## src/rtl/march_bist_pkg.sv

```systemverilog
// Shared definitions for the March C- BIST controller: FSM states, element
// indices and the per-element direction / operation / polarity tables.
package march_bist_pkg;

  typedef enum logic [1:0] {
    ST_IDLE  = 2'd0,
    ST_RUN   = 2'd1,
    ST_DRAIN = 2'd2,
    ST_DONE  = 2'd3
  } state_e;

  localparam logic [2:0] E0 = 3'd0;
  localparam logic [2:0] E1 = 3'd1;
  localparam logic [2:0] E2 = 3'd2;
  localparam logic [2:0] E3 = 3'd3;
  localparam logic [2:0] E4 = 3'd4;
  localparam logic [2:0] E5 = 3'd5;

  // Memory operations per word over the whole March C- run.
  localparam int unsigned OPS_PER_WORD = 10;

  // Tables indexed by element number (bit e describes element Ee).
  localparam logic [5:0] ELEM_DOWN      = 6'b011000; // E3, E4 walk downwards
  localparam logic [5:0] ELEM_HAS_READ  = 6'b111110; // E1..E5 read
  localparam logic [5:0] ELEM_HAS_WRITE = 6'b011111; // E0..E4 write
  localparam logic [5:0] ELEM_RD_POL    = 6'b010100; // E2, E4 expect all-1s
  localparam logic [5:0] ELEM_WR_POL    = 6'b001010; // E1, E3 write all-1s

  // Look up one element's entry in a table; out-of-range elements read as 0.
  function automatic logic elem_flag(input logic [5:0] tbl, input logic [2:0] e);
    logic f;
    case (e)
      3'd0:    f = tbl[0];
      3'd1:    f = tbl[1];
      3'd2:    f = tbl[2];
      3'd3:    f = tbl[3];
      3'd4:    f = tbl[4];
      3'd5:    f = tbl[5];
      default: f = 1'b0;
    endcase
    return f;
  endfunction

  // Elements that read then write each address before advancing.
  function automatic logic elem_two_op(input logic [2:0] e);
    return elem_flag(ELEM_HAS_READ, e) & elem_flag(ELEM_HAS_WRITE, e);
  endfunction

  // Whether the op selected by (element, phase) is a write.
  function automatic logic op_is_write(input logic [2:0] e, input logic phase);
    logic w;
    if (elem_two_op(e)) begin
      w = phase;
    end else begin
      w = elem_flag(ELEM_HAS_WRITE, e);
    end
    return w;
  endfunction

endpackage

```

## src/rtl/march_addr_counter.sv

```systemverilog
// Address sequencer for the March walk: loadable up/down counter that holds
// at the end of its range and flags the terminal address for the direction.
module march_addr_counter #(
  parameter int ARRAY_SIZE = 16,
  parameter int ADDR_WIDTH = $clog2(ARRAY_SIZE)
) (
  input  logic                  clk,
  input  logic                  rst,
  input  logic                  load_zero,
  input  logic                  load_max,
  input  logic                  step,
  input  logic                  down,
  output logic [ADDR_WIDTH-1:0] addr,
  output logic                  tc
);

  localparam logic [ADDR_WIDTH-1:0] MAX_ADDR = ADDR_WIDTH'(ARRAY_SIZE - 1);

  logic [ADDR_WIDTH-1:0] addr_d;
  logic [ADDR_WIDTH-1:0] addr_q;

  // Terminal count: last address of the walk in the current direction.
  assign tc   = down ? (addr_q == '0) : (addr_q == MAX_ADDR);
  assign addr = addr_q;

  // Next address: loads win over stepping; never step past either end.
  always_comb begin
    addr_d = addr_q;
    if (load_zero) begin
      addr_d = '0;
    end else if (load_max) begin
      addr_d = MAX_ADDR;
    end else if (step && !tc) begin
      addr_d = down ? (addr_q - ADDR_WIDTH'(1)) : (addr_q + ADDR_WIDTH'(1));
    end else begin
      addr_d = addr_q;
    end
  end

  // Address register.
  always_ff @(posedge clk or negedge rst) begin
    if (!rst) begin
      addr_q <= '0;
    end else begin
      addr_q <= addr_d;
    end
  end

endmodule

```

## src/rtl/march_bist_ctrl.sv

```systemverilog
// March C- memory BIST controller. Issues one memory op per cycle while
// running, compares each read one cycle later against a registered expected
// word, and records the first mismatch. All outputs come straight from flops.
module march_bist_ctrl
  import march_bist_pkg::*;
#(
  parameter int ARRAY_SIZE = 16,
  parameter int ADDR_WIDTH = $clog2(ARRAY_SIZE),
  parameter int DATA_WIDTH = 8
) (
  input  logic                  clk,
  input  logic                  rst,
  input  logic                  start,
  output logic                  busy,
  output logic                  done,
  output logic                  fail,
  output logic [ADDR_WIDTH-1:0] fail_addr,
  output logic [2:0]            fail_elem,
  output logic                  mem_en,
  output logic                  mem_we,
  output logic [ADDR_WIDTH-1:0] mem_addr,
  output logic [DATA_WIDTH-1:0] mem_wdata,
  input  logic [DATA_WIDTH-1:0] mem_rdata
);

  state_e                state_d, state_q;
  logic [2:0]            elem_d, elem_q;
  logic                  phase_d, phase_q;       // 0: first op at this address
  logic                  busy_d, busy_q;
  logic                  done_d, done_q;
  logic                  mem_en_d, mem_en_q;
  logic                  mem_we_d, mem_we_q;
  logic [DATA_WIDTH-1:0] mem_wdata_d, mem_wdata_q;
  logic                  rd_pend_d, rd_pend_q;   // a read was on the bus last cycle
  logic                  exp_d, exp_q;           // polarity expected for that read
  logic [ADDR_WIDTH-1:0] cmp_addr_d, cmp_addr_q;
  logic [2:0]            cmp_elem_d, cmp_elem_q;
  logic                  fail_d, fail_q;
  logic [ADDR_WIDTH-1:0] fail_addr_d, fail_addr_q;
  logic [2:0]            fail_elem_d, fail_elem_q;

  logic                  cnt_load_zero, cnt_load_max, cnt_step, cnt_down, cnt_tc;
  logic [ADDR_WIDTH-1:0] cnt_addr;
  logic                  start_ok;
  logic                  mismatch;

  march_addr_counter #(
    .ARRAY_SIZE (ARRAY_SIZE),
    .ADDR_WIDTH (ADDR_WIDTH)
  ) u_addr (
    .clk       (clk),
    .rst       (rst),
    .load_zero (cnt_load_zero),
    .load_max  (cnt_load_max),
    .step      (cnt_step),
    .down      (cnt_down),
    .addr      (cnt_addr),
    .tc        (cnt_tc)
  );

  assign start_ok = start && ((state_q == ST_IDLE) || (state_q == ST_DONE));
  assign cnt_down = elem_flag(ELEM_DOWN, elem_q);
  assign mismatch = rd_pend_q && (mem_rdata != {DATA_WIDTH{exp_q}});

  // Sequencer: state, element and phase transitions plus counter control.
  always_comb begin
    logic [2:0] nxt_elem;
    state_d       = state_q;
    elem_d        = elem_q;
    phase_d       = phase_q;
    cnt_load_zero = 1'b0;
    cnt_load_max  = 1'b0;
    cnt_step      = 1'b0;
    nxt_elem      = elem_q + 3'd1;
    case (state_q)
      ST_IDLE, ST_DONE: begin
        if (start) begin
          state_d       = ST_RUN;
          elem_d        = E0;
          phase_d       = 1'b0;
          cnt_load_zero = 1'b1;
        end else begin
          state_d = state_q;
        end
      end
      ST_RUN: begin
        if (elem_two_op(elem_q) && !phase_q) begin
          phase_d = 1'b1;                      // write follows read, same address
        end else if (cnt_tc) begin
          phase_d = 1'b0;
          if (elem_q == E5) begin
            state_d = ST_DRAIN;
          end else begin
            elem_d = nxt_elem;
            if (elem_flag(ELEM_DOWN, nxt_elem)) begin
              cnt_load_max = 1'b1;
            end else begin
              cnt_load_zero = 1'b1;
            end
          end
        end else begin
          phase_d  = 1'b0;
          cnt_step = 1'b1;
        end
      end
      ST_DRAIN: begin
        state_d = ST_DONE;
      end
      default: begin
        state_d = ST_IDLE;
      end
    endcase
  end

  // Next values for the registered status and memory-strobe outputs.
  always_comb begin
    busy_d      = (state_d == ST_RUN) || (state_d == ST_DRAIN);
    done_d      = (state_d == ST_DONE);
    mem_en_d    = (state_d == ST_RUN);
    mem_we_d    = mem_en_d && op_is_write(elem_d, phase_d);
    mem_wdata_d = '0;
    if (mem_we_d) begin
      mem_wdata_d = {DATA_WIDTH{elem_flag(ELEM_WR_POL, elem_d)}};
    end else begin
      mem_wdata_d = '0;
    end
  end

  // Read-compare pipeline and first-failure capture.
  always_comb begin
    rd_pend_d   = mem_en_q && !mem_we_q;
    exp_d       = elem_flag(ELEM_RD_POL, elem_q);
    cmp_addr_d  = cnt_addr;
    cmp_elem_d  = elem_q;
    fail_d      = fail_q;
    fail_addr_d = fail_addr_q;
    fail_elem_d = fail_elem_q;
    if (start_ok) begin
      fail_d      = 1'b0;
      fail_addr_d = '0;
      fail_elem_d = 3'd0;
    end else if (mismatch && !fail_q) begin
      fail_d      = 1'b1;
      fail_addr_d = cmp_addr_q;
      fail_elem_d = cmp_elem_q;
    end else begin
      fail_d = fail_q;
    end
  end

  // State and output registers; reset aborts any test immediately.
  always_ff @(posedge clk or negedge rst) begin
    if (!rst) begin
      state_q     <= ST_IDLE;
      elem_q      <= E0;
      phase_q     <= 1'b0;
      busy_q      <= 1'b0;
      done_q      <= 1'b0;
      mem_en_q    <= 1'b0;
      mem_we_q    <= 1'b0;
      mem_wdata_q <= '0;
      rd_pend_q   <= 1'b0;
      exp_q       <= 1'b0;
      cmp_addr_q  <= '0;
      cmp_elem_q  <= 3'd0;
      fail_q      <= 1'b0;
      fail_addr_q <= '0;
      fail_elem_q <= 3'd0;
    end else begin
      state_q     <= state_d;
      elem_q      <= elem_d;
      phase_q     <= phase_d;
      busy_q      <= busy_d;
      done_q      <= done_d;
      mem_en_q    <= mem_en_d;
      mem_we_q    <= mem_we_d;
      mem_wdata_q <= mem_wdata_d;
      rd_pend_q   <= rd_pend_d;
      exp_q       <= exp_d;
      cmp_addr_q  <= cmp_addr_d;
      cmp_elem_q  <= cmp_elem_d;
      fail_q      <= fail_d;
      fail_addr_q <= fail_addr_d;
      fail_elem_q <= fail_elem_d;
    end
  end

  assign busy      = busy_q;
  assign done      = done_q;
  assign fail      = fail_q;
  assign fail_addr = fail_addr_q;
  assign fail_elem = fail_elem_q;
  assign mem_en    = mem_en_q;
  assign mem_we    = mem_we_q;
  assign mem_addr  = cnt_addr;
  assign mem_wdata = mem_wdata_q;

endmodule

```

## config.mk

```make
export PLATFORM = sky130hd
export DESIGN_NAME = march_bist_ctrl
export DESIGN_NICKNAME = d
export VERILOG_FILES = /design/src/rtl/march_bist_pkg.sv /design/src/rtl/march_addr_counter.sv /design/src/rtl/march_bist_ctrl.sv
export SDC_FILE = /design/constraint.sdc
export NUM_CORES = 1
export LEC_CHECK = 0
export BUFFER_PORTS_ARGS = -buffer_cell sky130_fd_sc_hd__buf_2
export CAP_MARGIN = 20
export CELL_PAD_IN_SITES_DETAIL_PLACEMENT = 1
export CELL_PAD_IN_SITES_GLOBAL_PLACEMENT = 2
export CORE_MARGIN = 1.5
export CORE_UTILIZATION = 31
export CTS_CLUSTER_SIZE = 12
export DETAILED_ROUTE_END_ITERATION = 6
export PLACE_DENSITY_LB_ADDON = 0.1
export SYNTH_ARGS = -nofsm -noshare
export SYNTH_HDL_FRONTEND = slang
export SYNTH_HIERARCHICAL = 1
export SYNTH_SLANG_ARGS = --single-unit
```

## constraint.sdc

```tcl
create_clock -name clk -period 3.5 [get_ports clk]
set_clock_uncertainty 0.2 [all_clocks]
set_input_delay 0.7 -clock clk [delete_from_list [all_inputs] [get_ports clk]]
set_output_delay 0.7 -clock clk [all_outputs]
set_load 0.1 [all_outputs]
```

==> results.json <==
{
  "status": "complete, no violations",
  "fin_tns_setup_ns": 0,
  "vias_per_cell": 4.903,
  "r2r_slack_ns": 0.32,
  "synth_nets": 195,
  "ys.flop_type": "dfrtp_1",
  "drc": 0,
  "p_clk_frac": 0.421,
  "synth_largest_area_cell": "dfrtp_1",
  "firstDrtPassIters": 4,
  "synth_commonest_cells": "32 x dfrtp_1, 19 x nor2_1, 17 x inv_1",
  "seqPwrFrac": 0.553,
  "fin_nets": 229,
  "synthArstFlopShare": 1.000,
  "antenna_found_initial": 0,
  "pin_count": 35,
  "io_buffers": 34,
  "finalCritPeriodShare": 0.9078,
  "synth_edf_count": 0,
  "ys.warnings.count": 6,
  "gp_congestion": 0.8273,
  "yosysMostFrequentCell": "dfrtp_1",
  "dieHeight_um": 78.47,
  "crit_fanout": 8,
  "grt_overflow": 0,
  "path_clk_slew_ns": 0.07,
  "drt_iter0_drc": 43,
  "rows": 27,
  "nFillCells": 622,
  "max_freq_mhz": 314.7,
  "netlist_area_um2": 1765,
  "p_sw_frac": 0.2332,
  "synthTopCellsByArea": "dfrtp_1 45%, ha_1 7.8%, mux2i_1 4.5%, nor2_1 4.0%, inv_1 3.6%",
  "p_sw_uw": 156.1,
  "cp_data_required_time_ns": 3.48,
  "grt_first_pass_wirelength_um": 6679,
  "htreeDepth": 2,
  "peakVddDrop_mv": 0.1808,
  "initial_core_util": 0.3206,
  "rsz0062_at_grt": "no",
  "max_cap_violations": 0,
  "cts_root_buf": "clkbuf_8",
  "die_w_um": 78.47,
  "hold_viol": 0,
  "min_period_ns": 3.177,
  "vias": 1368,
  "p_leak_nw": 0.9226,
  "wl_um": 3998,
  "coreArea_um2": 5507,
  "power_frac_comb": 0.026,
  "cp_data_arrival_time_ns": 3.16,
  "hold_class": "reg2reg",
  "finalMaxSlewViolations": 0,
  "drive_above_1_share": 0.3043,
  "avgRoutedWirePerCell_um": 14.33,
  "hpwlAfterDp_um": 3073,
  "syn_to_final_growth_pct": 18.71,
  "cts_buffers": 5,
  "grt_max_degree": 33,
  "ys_seq_area_frac": 0.4536,
  "crit_type": "reg2reg",
  "critPathLaunchType": "flip-flop",
  "grt_util_all_layers": 0.1393,
  "worst_slew_pin_slew_ns": 1.020,
  "end_kind": "flip-flop",
  "cts_tree": "yes",
  "clock_latency_ns": 0.28,
  "avgSynthCellArea_um2": 10.26,
  "cts_sinks": 32,
  "ys_ff_latch": 32,
  "whs_ns": 0.2533,
  "p_int_uw": 513.2,
  "synth_top_area_frac": 0.4536,
  "diodes": 0,
  "clockBufferDepth": 2,
  "cellPowerDensity_nw_per_um2": 319.4,
  "synth.distinct_cells": 46,
  "postRouteAntennaNets": 0,
  "setup_viol": 0,
  "grt_pass1_vias": 1441,
  "slew_headroom": 0.3105,
  "dieArea_um2": 6157,
  "syn_inst": 172
}
-- worst paths after layout --
check / start / to / cells after the start
max in group asynchronous: rst / cmp_elem_d[1] / 1
setup reg to reg: cmp_elem_d[1] / u_addr/addr[3] / 13
setup / recovery: cmp_elem_d[1] / u_addr/addr[3] / 13
hold reg to reg: mem_we / rd_pend_q / 1
hold / removal: mem_we / rd_pend_q / 1
min in group asynchronous: rst / cmp_elem_d[0] / 1
-- cells in the final DEF, fill, tap and decap left out, types with 2 or more instances in the layout --
cell type	count
nor3_1	6
nor2b_1	4
ha_1	11
clkbuf_8	5
a31oi_1	2
nand2_1	5
buf_4	4
o21ai_0	8
a21oi_1	8
nor2_1	19
dfrtp_1	30
dfrtp_2	2
nand3_1	5
or4b_4	2
nand4b_1	2
clkinv_2	2
nand4_1	3
and3_1	2
xnor2_1	2
inv_1	16
buf_2	34
mux2i_1	8
-- power groups by stage --
stage               clock network (mW)  registers, mW  logic, mW
finish                           0.282          0.370     0.0175
global route                     0.315          0.370     0.0200
floorplan                            0          0.379    0.00149
CTS                              0.295          0.370     0.0184
global placement                     0          0.377     0.0174
detailed placement                   0          0.377     0.0183
-- state kept, by name, summed over array words and instances, names as in the netlist --
register	cells
done	1
cmp_elem_d	3
exp_q	1
mem_en	1
cmp_elem_q	3
mem_we	1
state_q	2
fail	1
fail_elem	3
rd_pend_q	1
mem_wdata	1
fail_addr	4
busy	1
phase_q	1
u_addr/addr	4
cmp_addr_q	4
-- repair_timing --
action | 4_1_cts | 5_1_grt
setup endpoints to repair | 0 | 6
setup buffers | 0 | 0
gates resized for setup | 0 | 7
hold buffers | 0 | 0
-- logic make-up (layout without fill, tap and decap cells) --
logic type               count (synthesis)  in the layout  synth area share
multiplexers                             9              9           0.05174
AND/OR/NAND/NOR                         55             55            0.1701
XOR/XNOR                                 2              2          0.009924
adder cells (fa/ha/maj)                 13             13           0.09497
flip-flops                              32             32            0.4536
AO/OA/AOI/OAI                           33             33            0.1418
buffers and inverters                   28             63           0.07796
-- cell type report --
class	count	area, µm²	area share
tap	72	90.09	0.04299
clock buffer	5	68.82	0.03284
inverter	17	63.81	0.03045
sequential	32	803.3	0.3833
clock inverter	3	18.77	0.008955
multi-input combinational	112	850.8	0.4060
timing repair buffer	38	200.2	0.09552
-- metrics by stage --
| stage | area, µm² | util | setup slack (ns) | cells | power (mW) |
|---|---|---|---|---|---|
| 2_1_floorplan | 1765 | - | 0.2133 | 172 | 0.3803 |
| 3_3_place_gp | 1988 | 0.3611 | 0.1937 | 271 | 0.3944 |
| 4_1_cts | 2076 | 0.3770 | 0.01618 | 279 | 0.6831 |
| 6_report | 2096 | 0.3806 | 0.3227 | 279 | 0.6693 |
| 5_1_grt | 2096 | 0.3806 | 0.01073 | 279 | 0.7048 |
| 3_5_place_dp | 1988 | 0.3611 | 0.08198 | 271 | 0.3953 |
-- metal layers --
layer,routed length (µm),global-route usage,vias to the layer above
li1,-,-,663
met1,1830,0.1729,673
met2,1965,0.2348,25
met3,137,0.03023,7
met4,64,0.05536,0
met5,0,0,-
-- worst max-delay path: stages, from the launching register on --
cell and delay [ns]:
dfrtp_2 0.47, inv_1 0.15, ha_1 0.16, nand2_1 0.07
o21ai_0 0.11, or4b_4 0.54, o22ai_4 0.21, a21boi_2 0.20
o311a_4 0.19, nand2_1 0.05, nor2_1 0.18, inv_1 0.11
and3_1 0.15, a311oi_1 0.28
(Power assumes the default switching activity.)
